**config.mk**
```make
export PLATFORM = sky130hd
export DESIGN_NAME = map_scroll_arbiter_flat
export DESIGN_NICKNAME = d
export VERILOG_FILES = /design/src/rtl/map_scroll_arbiter_if.sv /design/src/rtl/map_scroll_arbiter.sv /design/src/flat_wrapper.sv
export SDC_FILE = /design/constraint.sdc
export NUM_CORES = 1
export LEC_CHECK = 0
export BUFFER_PORTS_ARGS = -buffer_cell sky130_fd_sc_hd__buf_2
export CAP_MARGIN = 10
export CORE_MARGIN = 2
export CORE_UTILIZATION = 35
export DETAILED_ROUTE_END_ITERATION = 16
export SYNTH_ARGS = -nofsm -noshare
export SYNTH_HDL_FRONTEND = slang
export SYNTH_SLANG_ARGS = --single-unit
```
**constraint.sdc**
```tcl
create_clock -name clk -period 8.64 [get_ports clk]
set_clock_uncertainty 0.05 [all_clocks]
set_input_delay 1.728 -clock clk [delete_from_list [all_inputs] [get_ports clk]]
set_output_delay 1.728 -clock clk [all_outputs]
set_load 0.005 [all_outputs]
```
**src/rtl/map_scroll_arbiter_if.sv**
```systemverilog
// Requester-side handshake bundle for the map ROM arbiter: renderer (r_*) and game logic (g_*).
// master = requester side, slave = arbiter side.
interface map_scroll_arbiter_if #(
  parameter int unsigned ROW_W = 7
);
  logic             r_req;
  logic [2:0]       r_lane;
  logic [ROW_W-1:0] r_row;
  logic             r_gnt;
  logic             r_valid;
  logic [2:0]       r_state;

  logic             g_req;
  logic [2:0]       g_lane;
  logic [ROW_W-1:0] g_row;
  logic             g_gnt;
  logic             g_valid;
  logic [2:0]       g_state;

  modport master (
    output r_req, r_lane, r_row,
    input  r_gnt, r_valid, r_state,
    output g_req, g_lane, g_row,
    input  g_gnt, g_valid, g_state
  );

  modport slave (
    input  r_req, r_lane, r_row,
    output r_gnt, r_valid, r_state,
    input  g_req, g_lane, g_row,
    output g_gnt, g_valid, g_state
  );
endinterface

```
**src/rtl/map_scroll_arbiter.sv**
```systemverilog
// Shares the single registered-read tile map ROM port between renderer and game logic,
// and owns the level scroll position with its IDLE/RUN/DONE sequence.
module map_scroll_arbiter #(
  parameter int unsigned LANES = 5,
  parameter int unsigned ROW_W = 7,
  parameter int unsigned LEN_W = 11,
  parameter int unsigned LOOP  = 0
) (
  input  logic             clk,
  input  logic             rst_n,
  input  logic             start,
  input  logic             tick,
  input  logic [LEN_W-1:0] map_len,
  map_scroll_arbiter_if.slave bus,
  output logic [2:0]       map_x,
  output logic [ROW_W-1:0] map_y,
  input  logic [2:0]       map_state,
  output logic [ROW_W-1:0] scroll_pos,
  output logic             wrap,
  output logic             done
);

  localparam logic [1:0] StIdle = 2'd0;
  localparam logic [1:0] StRun  = 2'd1;
  localparam logic [1:0] StDone = 2'd2;

  logic [1:0]       state_q, state_d;
  logic [ROW_W-1:0] pos_q, pos_d;
  logic             wrap_q, wrap_d;
  logic [LEN_W-1:0] pos_ext, last_row;

  assign pos_ext  = LEN_W'(pos_q);
  assign last_row = map_len - LEN_W'(1);

  always_comb begin
    state_d = state_q;
    pos_d   = pos_q;
    wrap_d  = 1'b0;
    if (start) begin
      state_d = StRun;
      pos_d   = '0;
    end else if (state_q == StRun && tick) begin
      // A position left beyond a shrunken map snaps back to the top.
      if (pos_ext >= map_len) begin
        pos_d = '0;
      end else if (pos_ext == last_row) begin
        if (LOOP != 0) begin
          pos_d  = '0;
          wrap_d = 1'b1;
        end else begin
          state_d = StDone;
        end
      end else begin
        pos_d = pos_q + ROW_W'(1);
      end
    end
  end

  // Arbitration: prefer_g_q names who wins the next contested cycle.
  logic prefer_g_q, prefer_g_d;
  logic r_gnt_w, g_gnt_w, any_gnt;

  assign g_gnt_w    = bus.g_req & (~bus.r_req | prefer_g_q);
  assign r_gnt_w    = bus.r_req & ~g_gnt_w;
  assign any_gnt    = r_gnt_w | g_gnt_w;
  assign prefer_g_d = (bus.r_req & bus.g_req) ? ~g_gnt_w : prefer_g_q;

  assign bus.r_gnt = r_gnt_w;
  assign bus.g_gnt = g_gnt_w;

  // Address: relative row plus scroll position, folded once at map_len.
  logic [2:0]       sel_lane;
  logic [ROW_W-1:0] sel_row;
  logic [ROW_W:0]   sum;
  logic [LEN_W-1:0] sum_ext, sum_fold;
  logic             lane_oor;
  logic [2:0]       map_x_q;
  logic [ROW_W-1:0] map_y_q;

  assign sel_lane = g_gnt_w ? bus.g_lane : bus.r_lane;
  assign sel_row  = g_gnt_w ? bus.g_row : bus.r_row;
  assign sum      = {1'b0, pos_q} + {1'b0, sel_row};
  assign sum_ext  = LEN_W'(sum);
  assign sum_fold = (sum_ext >= map_len) ? (sum_ext - map_len) : sum_ext;
  assign lane_oor = 32'(sel_lane) >= LANES;

  always_comb begin
    map_x = map_x_q;
    map_y = map_y_q;
    if (any_gnt) begin
      map_x = lane_oor ? 3'd0 : sel_lane;
      map_y = ROW_W'(sum_fold);
    end
  end

  // Response: ROM data arrives the cycle after the grant and is held until the next read.
  logic       r_pend_q, g_pend_q, r_oor_q, g_oor_q;
  logic [2:0] r_state_q, g_state_q, r_state_w, g_state_w;

  always_comb begin
    r_state_w = r_state_q;
    g_state_w = g_state_q;
    if (r_pend_q) r_state_w = r_oor_q ? 3'd0 : map_state;
    if (g_pend_q) g_state_w = g_oor_q ? 3'd0 : map_state;
  end

  assign bus.r_valid = r_pend_q;
  assign bus.g_valid = g_pend_q;
  assign bus.r_state = r_state_w;
  assign bus.g_state = g_state_w;

  always_ff @(posedge clk or negedge rst_n) begin
    if (!rst_n) begin
      state_q    <= StIdle;
      pos_q      <= '0;
      wrap_q     <= 1'b0;
      prefer_g_q <= 1'b1;
      map_x_q    <= '0;
      map_y_q    <= '0;
      r_pend_q   <= 1'b0;
      g_pend_q   <= 1'b0;
      r_oor_q    <= 1'b0;
      g_oor_q    <= 1'b0;
      r_state_q  <= '0;
      g_state_q  <= '0;
    end else begin
      state_q    <= state_d;
      pos_q      <= pos_d;
      wrap_q     <= wrap_d;
      prefer_g_q <= prefer_g_d;
      map_x_q    <= map_x;
      map_y_q    <= map_y;
      r_pend_q   <= r_gnt_w;
      g_pend_q   <= g_gnt_w;
      r_oor_q    <= r_gnt_w & lane_oor;
      g_oor_q    <= g_gnt_w & lane_oor;
      r_state_q  <= r_state_w;
      g_state_q  <= g_state_w;
    end
  end

  assign scroll_pos = pos_q;
  assign wrap       = wrap_q;
  assign done       = (state_q == StDone);

endmodule
```
**src/flat_wrapper.sv**
```systemverilog
// flat-port wrapper written by rule: the top's interface ports become plain ports
module map_scroll_arbiter_flat 
#(
  parameter int unsigned LANES = 5,
  parameter int unsigned ROW_W = 7,
  parameter int unsigned LEN_W = 11,
  parameter int unsigned LOOP  = 0
)
  (clk, rst_n, start, tick, map_len, map_x, map_y, map_state, scroll_pos, wrap, done, bus_r_req, bus_r_lane, bus_r_row, bus_r_gnt, bus_r_valid, bus_r_state, bus_g_req, bus_g_lane, bus_g_row, bus_g_gnt, bus_g_valid, bus_g_state);
  map_scroll_arbiter_if #(.ROW_W(ROW_W)) bus_i ();
  input  logic clk;
  input  logic rst_n;
  input  logic start;
  input  logic tick;
  input  logic [LEN_W-1:0] map_len;
  output logic [2:0] map_x;
  output logic [ROW_W-1:0] map_y;
  input  logic [2:0] map_state;
  output logic [ROW_W-1:0] scroll_pos;
  output logic wrap;
  output logic done;
  input wire logic [$bits(bus_i.r_req)-1:0] bus_r_req;
  input wire logic [$bits(bus_i.r_lane)-1:0] bus_r_lane;
  input wire logic [$bits(bus_i.r_row)-1:0] bus_r_row;
  output wire logic [$bits(bus_i.r_gnt)-1:0] bus_r_gnt;
  output wire logic [$bits(bus_i.r_valid)-1:0] bus_r_valid;
  output wire logic [$bits(bus_i.r_state)-1:0] bus_r_state;
  input wire logic [$bits(bus_i.g_req)-1:0] bus_g_req;
  input wire logic [$bits(bus_i.g_lane)-1:0] bus_g_lane;
  input wire logic [$bits(bus_i.g_row)-1:0] bus_g_row;
  output wire logic [$bits(bus_i.g_gnt)-1:0] bus_g_gnt;
  output wire logic [$bits(bus_i.g_valid)-1:0] bus_g_valid;
  output wire logic [$bits(bus_i.g_state)-1:0] bus_g_state;
  assign bus_i.r_req = bus_r_req;
  assign bus_i.r_lane = bus_r_lane;
  assign bus_i.r_row = bus_r_row;
  assign bus_r_gnt = bus_i.r_gnt;
  assign bus_r_valid = bus_i.r_valid;
  assign bus_r_state = bus_i.r_state;
  assign bus_i.g_req = bus_g_req;
  assign bus_i.g_lane = bus_g_lane;
  assign bus_i.g_row = bus_g_row;
  assign bus_g_gnt = bus_i.g_gnt;
  assign bus_g_valid = bus_i.g_valid;
  assign bus_g_state = bus_i.g_state;
  map_scroll_arbiter #(.LANES(LANES), .ROW_W(ROW_W), .LEN_W(LEN_W), .LOOP(LOOP)) u_core (.clk(clk), .rst_n(rst_n), .start(start), .tick(tick), .map_len(map_len), .bus(bus_i), .map_x(map_x), .map_y(map_y), .map_state(map_state), .scroll_pos(scroll_pos), .wrap(wrap), .done(done));
endmodule
```
==> summary.md <==
| Metric | Value |
|---|---|
| Status | complete, no violations |
| DRC | 0 |
| CP Launch Type | input port |
| Sink Count | 30 |
| Initial antenna violation count | 0 |
| GR peak layer | met2 |
| Max_cap viols | 0 |
| Synth Flop Type | dfrtp_1 |
| Met3 Resource Use GR | 3.27% |
| Die Y | 90.0 um |
| PnR Total Power | 0.485 mW |
| Non-filler cells, final | 485 |
| Post-Layout Inst Area | 0.00312 mm^2 |
| Layout cells sized above 1 | 22.0% |
| Reg2Reg Depth | 20 |
| CTS Buffer Depth | 2 |
| CP max FO | 14 |
| TritonRoute pass-1 iters | 4 |
| DP Cell Count | 477 |
| WP data required | 6.86 ns |
| Core footprint | 0.00721 mm^2 |
| Vias in the first global route | 2402 |
| Worst-Skew Late Latency | 0.29 ns |
| Final slew viol count | 0 |
| GR Util All Layers | 17.2% |
| CTS tree | built |
| Register bit total from synthesis | 30 |
| Postcts setup bufs | 0 |
| Global Route met2 Usage | a little over a quarter |
| Syn Nets | 383 |
| Pleak | between 1.5 and 2 nW |
| Adder and majority cell fraction of the synthesized area | between 10 and 15% |
| Commonest non-fill, non-tap cell in the layout | buf_2 |
| Multi-input gate area | 0.00167 mm^2 |
| Simple-gate share of the synthesized area | between 20% and 30% |
| Hold Path Cell Cnt | 1 |
| Final Core Density | 43.2% |
| Min Clock Period, post-route | 7.29 ns |
| Total CTS buffers | 5 |
| Crit end category | primary output |
| Max Fclk | approximately 140 MHz |
| Area growth syn-to-layout | 20.6% |
| Vias/cell | 5.06 |
| Dpl ws | 1.35 ns |
| Cell area after synthesis | 0.00259 mm^2 |
| Mapped Cells | 316 |
| Largest net degree at the start of global routing | 31 |
| Post-DR wirelength/cell | around 14 um |
| Routed Antenna Nets | 0 |
| Final hold vios | 0 |
| Hold Path Class | flop to flop |
| Row count | 31 |
| Global-route wire length before repair | between 10000 and 15000 um |
| WS Path Type | input port to primary output |
| Synth unique cells | 53 |
| PD cells | ~160 mW/mm^2 |
| Mux cell area share after synthesis | 3.14% |
| Post-synthesis sequential area ratio | 29.1% |
| Nets | 452 |
| WL final | 6610 um |
| Seq. cell area | 752 um^2 |
| Endpoint arrival time on the critical path | 5.51 ns |
| Final HPWL DP | 5320 um |
| Setup violation total in the final timing report | 0 |
| Ys async rst share | 100% |
| GRT overflow | 0 |
| Post-synth EDFFs | 0 |
| Setup TNS | 0 ns |
| Die ar. | about 0.008 mm^2 |
| Tcrit/Tclk final | 84.4% |
| Syn Area/Cell | slightly above 8 um^2 |
| Cts hold-fix bufs | 0 |
| Iteration-0 DRC Markers | 84 |
| Clock transition at the registers of the reported paths | 0.07 ns |
| RePlAce Congestion | 0.871 |
| Fill cell count | 749 |
| Final WS setup | 1.35 ns |
| Antenna cells | 0 |
| RSZ-0062 raised after global routing | false |
| IO Pins | slightly below 70 |
| Commonest non-fill, non-tap cells in the layout | buf_2 (67), nand2_1 (42), inv_1 (33) |
| Rel. slew slack | 47.0% |
| DP Area | 0.00302 mm^2 |
| Die width | 90.0 um |
| Slew at the pin closest to its max-slew limit | 0.795 ns |
| CTS H-tree lvls | 2 |
| Hold Slack | 0.445 ns |
| Worst vdd ir | 69.2 uV |
| Yosys warnings | 0 |
| Main combinational cell family by area after synthesis | compound AO/OA/AOI/OAI gates |
| Starting Density | 35.8% |
| CTS resizes | 0 |
| Clk root buf | clkbuf_8 |
| Met1 GRT Util | between 20% and 30% |
| PortBufs | 67 |
| Post-synthesis xor/xnor area fraction | 4.40% |
| DR vias | between 2k and 2.5k |
| Compound-Gate Fraction of Synth Area | between 20% and 30% |
## kinds of logic after synthesis
kind of cell,count (synthesis)
xor+xnor,13
mux,8
other cells,1
buf+inv,40
flops,30
fa+ha+maj,27
compound gates,87
simple gates,110
## cell usage after synthesis, types with 4 or more instances
cell type / number / area, um^2
o21ai_0: 23 / 115
nor3_1: 5 / 25.0
nand3b_1: 5 / 37.5
clkbuf_1: 5 / 18.8
or3_1: 4 / 25.0
dfrtp_1: 29 / 726
nor2_1: 20 / 75.1
inv_1: 33 / 124
mux2i_1: 7 / 70.1
nand3_1: 9 / 45.0
xnor2_1: 8 / 70.1
o211ai_1: 4 / 30.0
a31oi_1: 7 / 43.8
ha_1: 25 / 313
a21o_1: 7 / 52.6
nand2_1: 42 / 158
a21oi_1: 19 / 95.1
xor2_1: 5 / 43.8
nor2b_1: 4 / 25.0
nand4_1: 6 / 37.5
## power breakdown
group / internal [mW] / switching (mW)
Clock: 0.0639 / 0.0569
Sequential: 0.166 / 0.0107
Combinational: 0.0840 / 0.103
## state kept, by name, summed over array words and instances, names as in the netlist, 2 cells and up
register / count
u_core.map_y_q: 7
u_core.scroll_pos: 7
u_core.g_state_q: 3
u_core.map_x_q: 3
u_core.r_state_q: 3
u_core.state_q: 2
## worst max-delay path: stages
cell       delay [ns]
buf_2            0.13
inv_1            0.08
o21ai_0          0.09
buf_4            0.19
inv_1            0.26
nand2_1          0.09
nand2_1          0.08
ha_1             0.16
inv_1            0.05
fa_1             0.39
nor2b_1          0.11
o21ai_0          0.11
a21boi_0         0.22
or3_1            0.14
o2111ai_1        0.15
ha_1             0.34
o211a_1          0.18
nand2_1          0.05
o211ai_1         0.24
mux2_2           0.38
a21oi_1          0.18
buf_2            0.14
## metal layers
metal | routed length (um) | vias to the layer above
li1 | - | 1264
met1 | 3240 | 1132
met2 | 3040 | 52
met3 | 268 | 8
met4 | 73 | 0
met5 | 0 | -
## area by class of cell
| class | count | area share, % |
|---|---|---|
| multi-input combinational | 246 | 53.7 |
| sequential | 30 | 24.1 |
| timing repair buffer | 69 | 11.2 |
| inverter | 33 | 3.97 |
| tap | 99 | 3.97 |
| clock buffer | 6 | 2.65 |
| clock inverter | 2 | 0.401 |
## worst paths after layout
path,startpoint,to,slack [ns]
worst max-delay path,bus_r_req,map_y[0],1.35
worst min-delay path,u_core.prefer_g_q,u_core.prefer_g_q,0.45
worst max register to register,u_core.prefer_g_q,u_core.map_y_q[6],4.51
worst min register to register,u_core.prefer_g_q,u_core.prefer_g_q,0.45
max in group asynchronous,rst_n,u_core.state_q[0],6.63
min in group asynchronous,rst_n,u_core.map_y_q[5],1.44
Power figures use the tool's default switching activity.
